<file path="src/rtl/msrv32_load_align_unit_if.sv">
// Load request, data-memory read port and writeback response of the load align unit.
interface msrv32_load_align_unit_if #(
   parameter int DATA_W = 32,
   parameter int ADDR_W = 32
);
   logic              req_valid_in;
   logic              req_ready_out;
   logic [ADDR_W-1:0] req_addr_in;
   logic [1:0]        req_size_in;
   logic              req_unsigned_in;
   logic [4:0]        req_rd_in;
   logic              dm_req_valid_out;
   logic              dm_req_ready_in;
   logic [ADDR_W-1:0] dm_addr_out;
   logic              dm_rdata_valid_in;
   logic [DATA_W-1:0] dm_rdata_in;
   logic              resp_valid_out;
   logic              resp_ready_in;
   logic [DATA_W-1:0] resp_data_out;
   logic [4:0]        resp_rd_out;
   logic              resp_misaligned_exc_out;

   modport slave (
      input  req_valid_in, req_addr_in, req_size_in, req_unsigned_in, req_rd_in,
      input  dm_req_ready_in, dm_rdata_valid_in, dm_rdata_in, resp_ready_in,
      output req_ready_out, dm_req_valid_out, dm_addr_out,
      output resp_valid_out, resp_data_out, resp_rd_out, resp_misaligned_exc_out
   );

   modport master (
      output req_valid_in, req_addr_in, req_size_in, req_unsigned_in, req_rd_in,
      output dm_req_ready_in, dm_rdata_valid_in, dm_rdata_in, resp_ready_in,
      input  req_ready_out, dm_req_valid_out, dm_addr_out,
      input  resp_valid_out, resp_data_out, resp_rd_out, resp_misaligned_exc_out
   );
endinterface

</file>
<file path="src/rtl/msrv32_load_align_unit.sv">
// Sequential load unit: one or two aligned bus reads per load, lane extraction
// and zero/sign extension, result returned over a valid/ready response.
module msrv32_load_align_unit #(
   parameter int DATA_W      = 32,
   parameter int ADDR_W      = 32,
   parameter int MISALIGN_EN = 1
) (
   input logic                   ms_riscv32_mp_clk_in,
   input logic                   ms_riscv32_mp_rst_n_in,
   msrv32_load_align_unit_if.slave bus
);
   localparam int B     = DATA_W / 8;
   localparam int OFF_W = $clog2(B);

   typedef enum logic [2:0] {IDLE, REQ0, WAIT0, REQ1, WAIT1, RESP} state_t;

   state_t            state, state_d;
   logic [ADDR_W-1:0] addr_q;
   logic [1:0]        size_q;
   logic              uns_q;
   logic [4:0]        rd_q;
   logic              cross_q;
   logic              exc_q;
   logic [DATA_W-1:0] beat0_q;
   logic [DATA_W-1:0] beat1_q;
   logic [ADDR_W-1:0] aligned;
   logic [DATA_W-1:0] merged_lo;
   logic              req_cross;
   logic              accept;

   function automatic int size_bytes(input logic [1:0] sz);
      case (sz)
         2'd0:    return 1;
         2'd1:    return 2;
         2'd2:    return 4;
         default: return (DATA_W == 64) ? 8 : 4;
      endcase
   endfunction

   function automatic logic crosses(input logic [OFF_W-1:0] off, input logic [1:0] sz);
      return (int'(off) + size_bytes(sz)) > B;
   endfunction

   // Keep the low N bytes, fill the rest with zeros or the lane's sign bit.
   function automatic logic [DATA_W-1:0] extend(input logic [DATA_W-1:0] m,
                                                input logic [1:0] sz,
                                                input logic uns);
      logic [DATA_W-1:0] r;
      logic              sign;
      int                nbits;
      nbits = 8 * size_bytes(sz);
      case (sz)
         2'd0:    sign = m[7];
         2'd1:    sign = m[15];
         default: sign = (nbits == DATA_W) ? m[DATA_W-1] : m[31];
      endcase
      r = m;
      for (int i = 8; i < DATA_W; i++) begin
         if (i >= nbits) r[i] = sign & ~uns;
      end
      return r;
   endfunction

   assign req_cross = crosses(bus.req_addr_in[OFF_W-1:0], bus.req_size_in);
   assign accept    = (state == IDLE) && bus.req_valid_in;
   assign aligned   = {addr_q[ADDR_W-1:OFF_W], {OFF_W{1'b0}}};
   assign merged_lo = DATA_W'({beat1_q, beat0_q} >> {addr_q[OFF_W-1:0], 3'b000});

   always_ff @(posedge ms_riscv32_mp_clk_in or negedge ms_riscv32_mp_rst_n_in) begin
      if (!ms_riscv32_mp_rst_n_in) state <= IDLE;
      else                         state <= state_d;
   end

   // Request context and beats; outputs are gated by state, so no reset needed.
   always_ff @(posedge ms_riscv32_mp_clk_in) begin
      if (accept) begin
         addr_q  <= bus.req_addr_in;
         size_q  <= bus.req_size_in;
         uns_q   <= bus.req_unsigned_in;
         rd_q    <= bus.req_rd_in;
         cross_q <= req_cross;
         exc_q   <= req_cross && (MISALIGN_EN == 0);
         beat0_q <= '0;
         beat1_q <= '0;
      end
      if (state == WAIT0 && bus.dm_rdata_valid_in) beat0_q <= bus.dm_rdata_in;
      if (state == WAIT1 && bus.dm_rdata_valid_in) beat1_q <= bus.dm_rdata_in;
   end

   always_comb begin
      state_d              = state;
      bus.req_ready_out    = 1'b0;
      bus.dm_req_valid_out = 1'b0;
      bus.dm_addr_out      = '0;
      bus.resp_valid_out   = 1'b0;
      case (state)
         IDLE: begin
            bus.req_ready_out = 1'b1;
            if (bus.req_valid_in)
               state_d = (req_cross && (MISALIGN_EN == 0)) ? RESP : REQ0;
         end
         REQ0: begin
            bus.dm_req_valid_out = 1'b1;
            bus.dm_addr_out      = aligned;
            if (bus.dm_req_ready_in) state_d = WAIT0;
         end
         WAIT0: begin
            if (bus.dm_rdata_valid_in) state_d = cross_q ? REQ1 : RESP;
         end
         REQ1: begin
            bus.dm_req_valid_out = 1'b1;
            bus.dm_addr_out      = aligned + ADDR_W'(B);
            if (bus.dm_req_ready_in) state_d = WAIT1;
         end
         WAIT1: begin
            if (bus.dm_rdata_valid_in) state_d = RESP;
         end
         RESP: begin
            bus.resp_valid_out = 1'b1;
            if (bus.resp_ready_in) state_d = IDLE;
         end
         default: state_d = IDLE;
      endcase
   end

   assign bus.resp_data_out           = (state == RESP) ? extend(merged_lo, size_q, uns_q) : '0;
   assign bus.resp_rd_out             = (state == RESP) ? rd_q : 5'd0;
   assign bus.resp_misaligned_exc_out = (state == RESP) && exc_q;
endmodule

</file>
<file path="src/flat_wrapper.sv">
// flat-port wrapper written by rule: the top's interface ports become plain ports
module msrv32_load_align_unit_flat 
#(
   parameter int DATA_W      = 32,
   parameter int ADDR_W      = 32,
   parameter int MISALIGN_EN = 1
)
  (ms_riscv32_mp_clk_in, ms_riscv32_mp_rst_n_in, bus_req_valid_in, bus_req_addr_in, bus_req_size_in, bus_req_unsigned_in, bus_req_rd_in, bus_dm_req_ready_in, bus_dm_rdata_valid_in, bus_dm_rdata_in, bus_resp_ready_in, bus_req_ready_out, bus_dm_req_valid_out, bus_dm_addr_out, bus_resp_valid_out, bus_resp_data_out, bus_resp_rd_out, bus_resp_misaligned_exc_out);
  msrv32_load_align_unit_if #(.DATA_W(DATA_W), .ADDR_W(ADDR_W)) bus_i ();
  input logic ms_riscv32_mp_clk_in;
  input logic ms_riscv32_mp_rst_n_in;
  input wire logic [$bits(bus_i.req_valid_in)-1:0] bus_req_valid_in;
  input wire logic [$bits(bus_i.req_addr_in)-1:0] bus_req_addr_in;
  input wire logic [$bits(bus_i.req_size_in)-1:0] bus_req_size_in;
  input wire logic [$bits(bus_i.req_unsigned_in)-1:0] bus_req_unsigned_in;
  input wire logic [$bits(bus_i.req_rd_in)-1:0] bus_req_rd_in;
  input wire logic [$bits(bus_i.dm_req_ready_in)-1:0] bus_dm_req_ready_in;
  input wire logic [$bits(bus_i.dm_rdata_valid_in)-1:0] bus_dm_rdata_valid_in;
  input wire logic [$bits(bus_i.dm_rdata_in)-1:0] bus_dm_rdata_in;
  input wire logic [$bits(bus_i.resp_ready_in)-1:0] bus_resp_ready_in;
  output wire logic [$bits(bus_i.req_ready_out)-1:0] bus_req_ready_out;
  output wire logic [$bits(bus_i.dm_req_valid_out)-1:0] bus_dm_req_valid_out;
  output wire logic [$bits(bus_i.dm_addr_out)-1:0] bus_dm_addr_out;
  output wire logic [$bits(bus_i.resp_valid_out)-1:0] bus_resp_valid_out;
  output wire logic [$bits(bus_i.resp_data_out)-1:0] bus_resp_data_out;
  output wire logic [$bits(bus_i.resp_rd_out)-1:0] bus_resp_rd_out;
  output wire logic [$bits(bus_i.resp_misaligned_exc_out)-1:0] bus_resp_misaligned_exc_out;
  assign bus_i.req_valid_in = bus_req_valid_in;
  assign bus_i.req_addr_in = bus_req_addr_in;
  assign bus_i.req_size_in = bus_req_size_in;
  assign bus_i.req_unsigned_in = bus_req_unsigned_in;
  assign bus_i.req_rd_in = bus_req_rd_in;
  assign bus_i.dm_req_ready_in = bus_dm_req_ready_in;
  assign bus_i.dm_rdata_valid_in = bus_dm_rdata_valid_in;
  assign bus_i.dm_rdata_in = bus_dm_rdata_in;
  assign bus_i.resp_ready_in = bus_resp_ready_in;
  assign bus_req_ready_out = bus_i.req_ready_out;
  assign bus_dm_req_valid_out = bus_i.dm_req_valid_out;
  assign bus_dm_addr_out = bus_i.dm_addr_out;
  assign bus_resp_valid_out = bus_i.resp_valid_out;
  assign bus_resp_data_out = bus_i.resp_data_out;
  assign bus_resp_rd_out = bus_i.resp_rd_out;
  assign bus_resp_misaligned_exc_out = bus_i.resp_misaligned_exc_out;
  msrv32_load_align_unit #(.DATA_W(DATA_W), .ADDR_W(ADDR_W), .MISALIGN_EN(MISALIGN_EN)) u_core (.ms_riscv32_mp_clk_in(ms_riscv32_mp_clk_in), .ms_riscv32_mp_rst_n_in(ms_riscv32_mp_rst_n_in), .bus(bus_i));
endmodule
</file>
<file path="config.mk">
export PLATFORM = sky130hd
export DESIGN_NAME = msrv32_load_align_unit_flat
export DESIGN_NICKNAME = d
export VERILOG_FILES = /design/src/rtl/msrv32_load_align_unit_if.sv /design/src/rtl/msrv32_load_align_unit.sv /design/src/flat_wrapper.sv
export SDC_FILE = /design/constraint.sdc
export NUM_CORES = 1
export LEC_CHECK = 0
export ABC_AREA = 0
export ABC_CLOCK_PERIOD_IN_PS = 3600
export CORE_MARGIN = 3
export CORE_UTILIZATION = 49
export DETAILED_ROUTE_END_ITERATION = 12
export PLACE_DENSITY = 0.81
export SETUP_SLACK_MARGIN = 0.4
export SLEW_MARGIN = 20
export SYNTH_ARGS = -nofsm -noshare
export SYNTH_HDL_FRONTEND = slang
export SYNTH_SLANG_ARGS = --single-unit
</file>
<file path="constraint.sdc">
create_clock -name ms_riscv32_mp_clk_in -period 3.6 [get_ports ms_riscv32_mp_clk_in]
set_input_delay 0.54 -clock ms_riscv32_mp_clk_in [delete_from_list [all_inputs] [get_ports ms_riscv32_mp_clk_in]]
set_output_delay 0.54 -clock ms_riscv32_mp_clk_in [all_outputs]
set_load 0.005 [all_outputs]
</file>
# Yosys cells after proc, flatten, opt, wreduce, memory -nomap -nowiden

Cells that the tools add are included.

Register bits after elaboration: 108
Bits of input ports: 78

Add/subtract/negate cells: 2
Magnitude comparators: 25
Eq/ne operators: 13
Shift operators: 1
Mux-type cells: 44
Bitwise operators: 2
Reduce and logical (&&, ||, !) cells: 10

Operators by type and width:

| operator                                                              | number |
|---|---|
| 32-bit two-way mux                                                    | 4 |
| 5-bit by 6-bit >= comparator with 1-bit output, first input constant  | 16 |
| 32-bit case mux with 2 select lines                                   | 1 |
| 64-bit by 5-bit right shift with 32-bit output                        | 1 |
| 4-bit by 6-bit >= comparator with 1-bit output, first input constant  | 8 |
| 32-bit by 3-bit adder with 32-bit output, second input constant       | 1 |
| 32-bit by 4-bit > comparator with 1-bit output, second input constant | 1 |
| 1-bit two-way mux                                                     | 27 |
| 3-bit two-way mux                                                     | 7 |
| 3-bit case mux with 6 select lines                                    | 1 |
| 2-bit inequality test, second input constant                          | 6 |
| 3-bit case mux with 2 select lines                                    | 2 |
| 3-bit by 2-bit == test with 1-bit output, second input constant       | 2 |
| 3-bit == test, second input constant                                  | 2 |
| 6-bit AND reduction                                                   | 1 |
| 5-bit two-way mux                                                     | 1 |
| 2-bit by 3-bit adder with 4-bit output                                | 1 |
| 2-bit by 1-bit == test with 1-bit output, second input constant       | 2 |
| 2-bit zero test                                                       | 2 |
| 2-bit nonzero test                                                    | 2 |
| 3-bit by 1-bit == test with 1-bit output, second input constant       | 1 |
| 1-bit logical AND                                                     | 3 |
| 3-bit zero test                                                       | 1 |
| 1-bit case mux with 2 select lines                                    | 1 |
| 3 further kinds                                                       | 3 |

# Logic depth before layout (Yosys ltp)

Depth after elaboration: 5
Gate-level depth with buffers: 8

# Worst setup path after synthesis

OpenSTA, ideal clock, no wires.

Path type: flip-flop to flip-flop
Start: reg u_core.state[1]
End: reg u_core.beat0_q[0] (enable)
Arrival time: 2475 ps
Required time: 3225 ps
Path slack: 750 ps
Cell stages (with the launch flop): 6
Buffers on the path: 1
Clock period less this slack: 2850 ps
Cell sequence: dfrtp_1 clkbuf_1 nor3_1 nand2_1 inv_1 or2_2

Word-level cells in the longest chain between the ends: 3

Ends and longest elaborated chain:

| what                                | line                         | text |
|---|---|---|
| from (decl)                         | msrv32_load_align_unit.sv:17 | `state_t state, state_d;` |
| from (signal assigned)              | msrv32_load_align_unit.sv:71 | `else state <= state_d;` |
| 3-bit zero test                     | msrv32_load_align_unit.sv:65 | `assign accept = (state == IDLE) && bus.req_valid_in;` |
| 1-bit logical AND                   | msrv32_load_align_unit.sv:65 |  |
| named net u_core.accept             | msrv32_load_align_unit.sv:29 | `logic accept;` |
| 2-bit nonzero test (no source line) | n/a                          |  |
| to (signal assigned)                | msrv32_load_align_unit.sv:86 | `if (state == WAIT0 && bus.dm_rdata_valid_in) beat0_q <= bus.dm_rdata_in;` |
| to (decl)                           | msrv32_load_align_unit.sv:24 | `logic [DATA_W-1:0] beat0_q;` |

The timed path passes the listed nets, and every way through them passes these cells.
A chain may end at the register's enable or synchronous reset.

# Worst setup path in the final report

Start: reg u_core.addr_q[1]
End: out bus_resp_data_out[30]

Word-level cells in the longest chain between the ends: 5

Ends and longest elaborated chain:

| what                                               | line                          | text |
|---|---|---|
| from (decl)                                        | msrv32_load_align_unit.sv:18  | `logic [ADDR_W-1:0] addr_q;` |
| from (signal assigned)                             | msrv32_load_align_unit.sv:77  | `addr_q <= bus.req_addr_in;` |
| 64-bit by 5-bit right shift with 32-bit output (*) | msrv32_load_align_unit.sv:67  | `assign merged_lo = DATA_W'({beat1_q, beat0_q} >> {addr_q[OFF_W-1:0], 3'b000});` |
| 1-bit case mux with 2 select lines                 | msrv32_load_align_unit.sv:52  | `case (sz)` |
| 1-bit bitwise AND                                  | msrv32_load_align_unit.sv:59  | `if (i >= nbits) r[i] = sign & ~uns;` |
| 1-bit two-way mux (*)                              | msrv32_load_align_unit.sv:59  |  |
| 32-bit two-way mux (*)                             | msrv32_load_align_unit.sv:126 | `assign bus.resp_data_out = (state == RESP) ? extend(merged_lo, size_q, uns_q) : '0;` |
| to (decl)                                          | flat_wrapper.sv:25            | `output wire logic [$bits(bus_i.resp_data_out)-1:0] bus_resp_data_out;` |

Every way passes the cells marked *; elsewhere a longest branch is shown, timed or not.

==> results <==
==> what timing repair did <==
action,in CTS,in global routing
pin swaps,1,3
gates cloned,0,2
buffers inserted,2,14
hold endpoints to repair,0,0
endpoints found under the setup margin,26,30
resized for setup,8,13
==> registers in the layout, indices dropped and copies added, names as in the netlist <==
signal          count
u_core.addr_q      32
u_core.beat0_q     32
u_core.beat1_q     24
u_core.cross_q      1
u_core.rd_q         5
u_core.size_q       2
u_core.state        3
u_core.uns_q        1
==> power breakdown <==
group / switching, mW / internal (mW) / total (mW) / leakage (nW)
combinational: 0.884 / 0.858 / 1.74 / 1.68
clock: 0.403 / 0.606 / 1.01 / 0.147
sequential: 0.177 / 1.63 / 1.81 / 0.948
==> cell usage after synthesis, drive strengths merged <==
cell type  number  area [µm²]
a211oi         14         105
a21o            1        7.51
a21oi          41         205
a221oi          1        8.76
and2           62         388
and3            4        25.0
and4            4        36.3
and4bb          1        12.5
buf            20         104
clkbuf         16        60.1
conb            1        3.75
dfrtp           3        75.1
edfxtp         97        2910
fa              1        20.0
ha              4        50.1
inv             7        26.3
mux2i          53         531
mux4            1        22.5
nand2          27         101
nand2b         12        75.1
nand3          16        80.1
nand3b          3        22.5
nand4           9        92.6
nor2           20        75.1
nor2b           8        50.1
nor3            5        25.0
nor4            3        18.8
o21ai          28         140
o31a            2        17.5
o31ai           8        60.1
o32ai           1        8.76
or2             3        18.8
or3             8        50.1
or4             8        60.1
xnor2           6        52.6
xor2            9        78.8
==> per-stage QoR <==
step / hold slack, ns / util [%] / power (mW) / area (µm²)
after floorplan: 0.244 / - / 2.64 / 5630
after global placement: 0.602 / 65.4 / 3.42 / 7210
after detailed placement: 0.625 / 65.4 / 3.47 / 7210
after CTS: 0.384 / 68.5 / 4.49 / 7560
after global routing: 0.395 / 70.2 / 4.80 / 7740
final: 0.382 / 70.2 / 4.56 / 7740
==> logic make-up (layout without fill, tap and decap cells) <==
logic type      Yosys count  count (layout)  synth area share, %
simple gates            193             193                 20.1
flops                   100             100                 53.2
compound gates           96              96                 9.84
mux                      54              54                 9.84
buf+inv                  43             200                 3.38
xor+xnor                 15              15                 2.34
fa+ha+maj                 5               5                 1.25
other cells               1               3               0.0667
==> layout make-up <==
type | instances | area [µm²] | share of cell area (%)
clock inverter | 5 | 76.3 | 0.986
tap | 140 | 175 | 2.26
timing repair inverter | 1 | 5.00 | 0.0646
timing repair buffer | 176 | 1720 | 22.2
multi-input combinational | 366 | 2520 | 32.5
clock buffer | 11 | 233 | 3.01
inverter | 7 | 30.0 | 0.388
sequential | 100 | 2990 | 38.6
==> per-layer routing <==
metal | vias up | GRT usage, % | routed length, µm
li1 | 2178 | - | -
met1 | 2179 | 26.9 | 5890
met2 | 216 | 38.6 | 7520
met3 | 33 | 5.35 | 1090
met4 | 0 | 7.93 | 419
met5 | - | 0 | 0
==> worst max-delay path: cells and delay by family, from the launching register on <==
kind | cells | cell delay [ns]
AOI/OAI and AO/OA | 3 | 0.56
DFF | 1 | 0.53
muxes | 1 | 0.44
buffers and inverters | 2 | 0.70
==> path summary, 6_finish.rpt <==
path,from,end,slack [ns],cells past startpoint
worst max-delay path,u_core.addr_q[1],bus_resp_data_out[30],0.48,6
worst min-delay path,ms_riscv32_mp_rst_n_in,u_core.state[2],0.38,1
worst max register to register,u_core.state[1],u_core.beat0_q[19],1.41,5
worst min register to register,u_core.state[2],u_core.state[1],0.64,1
max in group asynchronous,ms_riscv32_mp_rst_n_in,u_core.state[1],3.05,1
min in group ms_riscv32_mp_clk_in,u_core.state[2],u_core.state[1],0.64,1
==> summary.txt <==
Placement
  • Placed cells: 772
  • Port Buffer Count: 147
  • Final HPWL from detailed placement: 10200 µm
  • Gpl congestion: 0.832
  • Post-Place Setup Slack: 0.651 ns

Floorplan
  • IO Pins: 151
  • Core area: 11000 µm²
  • DIE WIDTH: 113 µm
  • Die area: 12800 µm²
  • Starting Density: 51.0%
  • DIE HEIGHT: 113 µm
  • Rows: 38

Layout
  • Final Non-Filler Cells: 806
  • Area grow syn2layout: 37.8%
  • Filler instances: 806
  • Final nets: 744
  • Commonest cells after routing, fill and taps aside: clkdlybuf4s50_1 (147), edfxtp_1 (97), and2_1 (62)
  • Layout cells sized above 1: 9.91%
  • Most common cell after layout, fill and taps aside: clkdlybuf4s50_1
  • # diodes: 0

Setup path
  • Startpoint types: flop
  • Critical Path RT: 3.06 ns
  • Crit-path slowest cell: edfxtp_1
  • Worst-path fanout max: 13
  • Crit path arrival time: 2.58 ns
  • Crit end category: primary output
  • Crit-path cells: mux2i_1, o32ai_2, o21ai_2, buf_4, a21oi_1, clkdlybuf4s50_1
  • WS Path Type: reg -> out
  • Slowest stage delay, CP: 0.53 ns

STA
  • Rel. slew slack: 45.5%
  • Endpoints failing hold: 0
  • Layout Skew: 0.00709 ns
  • Unrepaired setup endpoints after global routing: no
  • Worst slew pin tran: 0.818 ns
  • Final setup viols: 0
  • Post-route worst setup slack: 0.480 ns
  • Fin crit share: 86.7%
  • Fmax: 320 MHz
  • Setup tns final: 0 ns
  • Crit path time final: 3.12 ns
  • Slew Viols, Final: 0

Synthesis
  • Cells after synthesis: 507
  • Part of the Yosys area used for sequential elements: 53.2%
  • Syn Std Cell Area: 5620 µm²
  • Synth unique cells: 43
  • Warnings from Yosys: 0
  • Syn_area_per_cell: 11.1 µm²
  • Yosys reg bits: 100

GRT
  • Pin count of the biggest net entering global routing: 40
  • Initial antenna violation count: 0
  • Number of global-route vias before repair: 4323
  • First-pass GRT wire length: 22200 µm
  • Final global-route overflow total: 0
  • All-layer global routing usage: 22.2%

CTS
  • TritonCTS clock tree: yes
  • Htree depth: 3
  • Clock Latency Late Sink: 0.35 ns
  • CTS Buf Count: 9
  • Hold buffers post-CTS: 0
  • Clk sinks: 100
  • CTS clock-pin slew for the worst setup and hold paths: 0.06 ns
  • Clock buffer depth: 2
  • Clock Root Buffer: clkbuf_16

Detailed routing
  • Vias per cell: 5.71
  • Post-DRT Antenna Nets: 0
  • DRT Pass-1 Iters: 5
  • Average wire per standard cell: 18.5 µm
  • Final WL: 14900 µm
  • DRC viols: 0
  • DRT iter0 DRCs: 420
  • Vias: 4606

Pwr
  • VDD IR max: 0.000304 V
  • Power per cell area: 589 nW/µm²
  • Pleak: 2.78 nW

Flow run
  • MaxCap Viol Count: 0

Outcome
  • Status: finished, final reports clean

Hold path
  • HP Class: in -> async
Note: power is estimated with default switching activity, not from simulation.
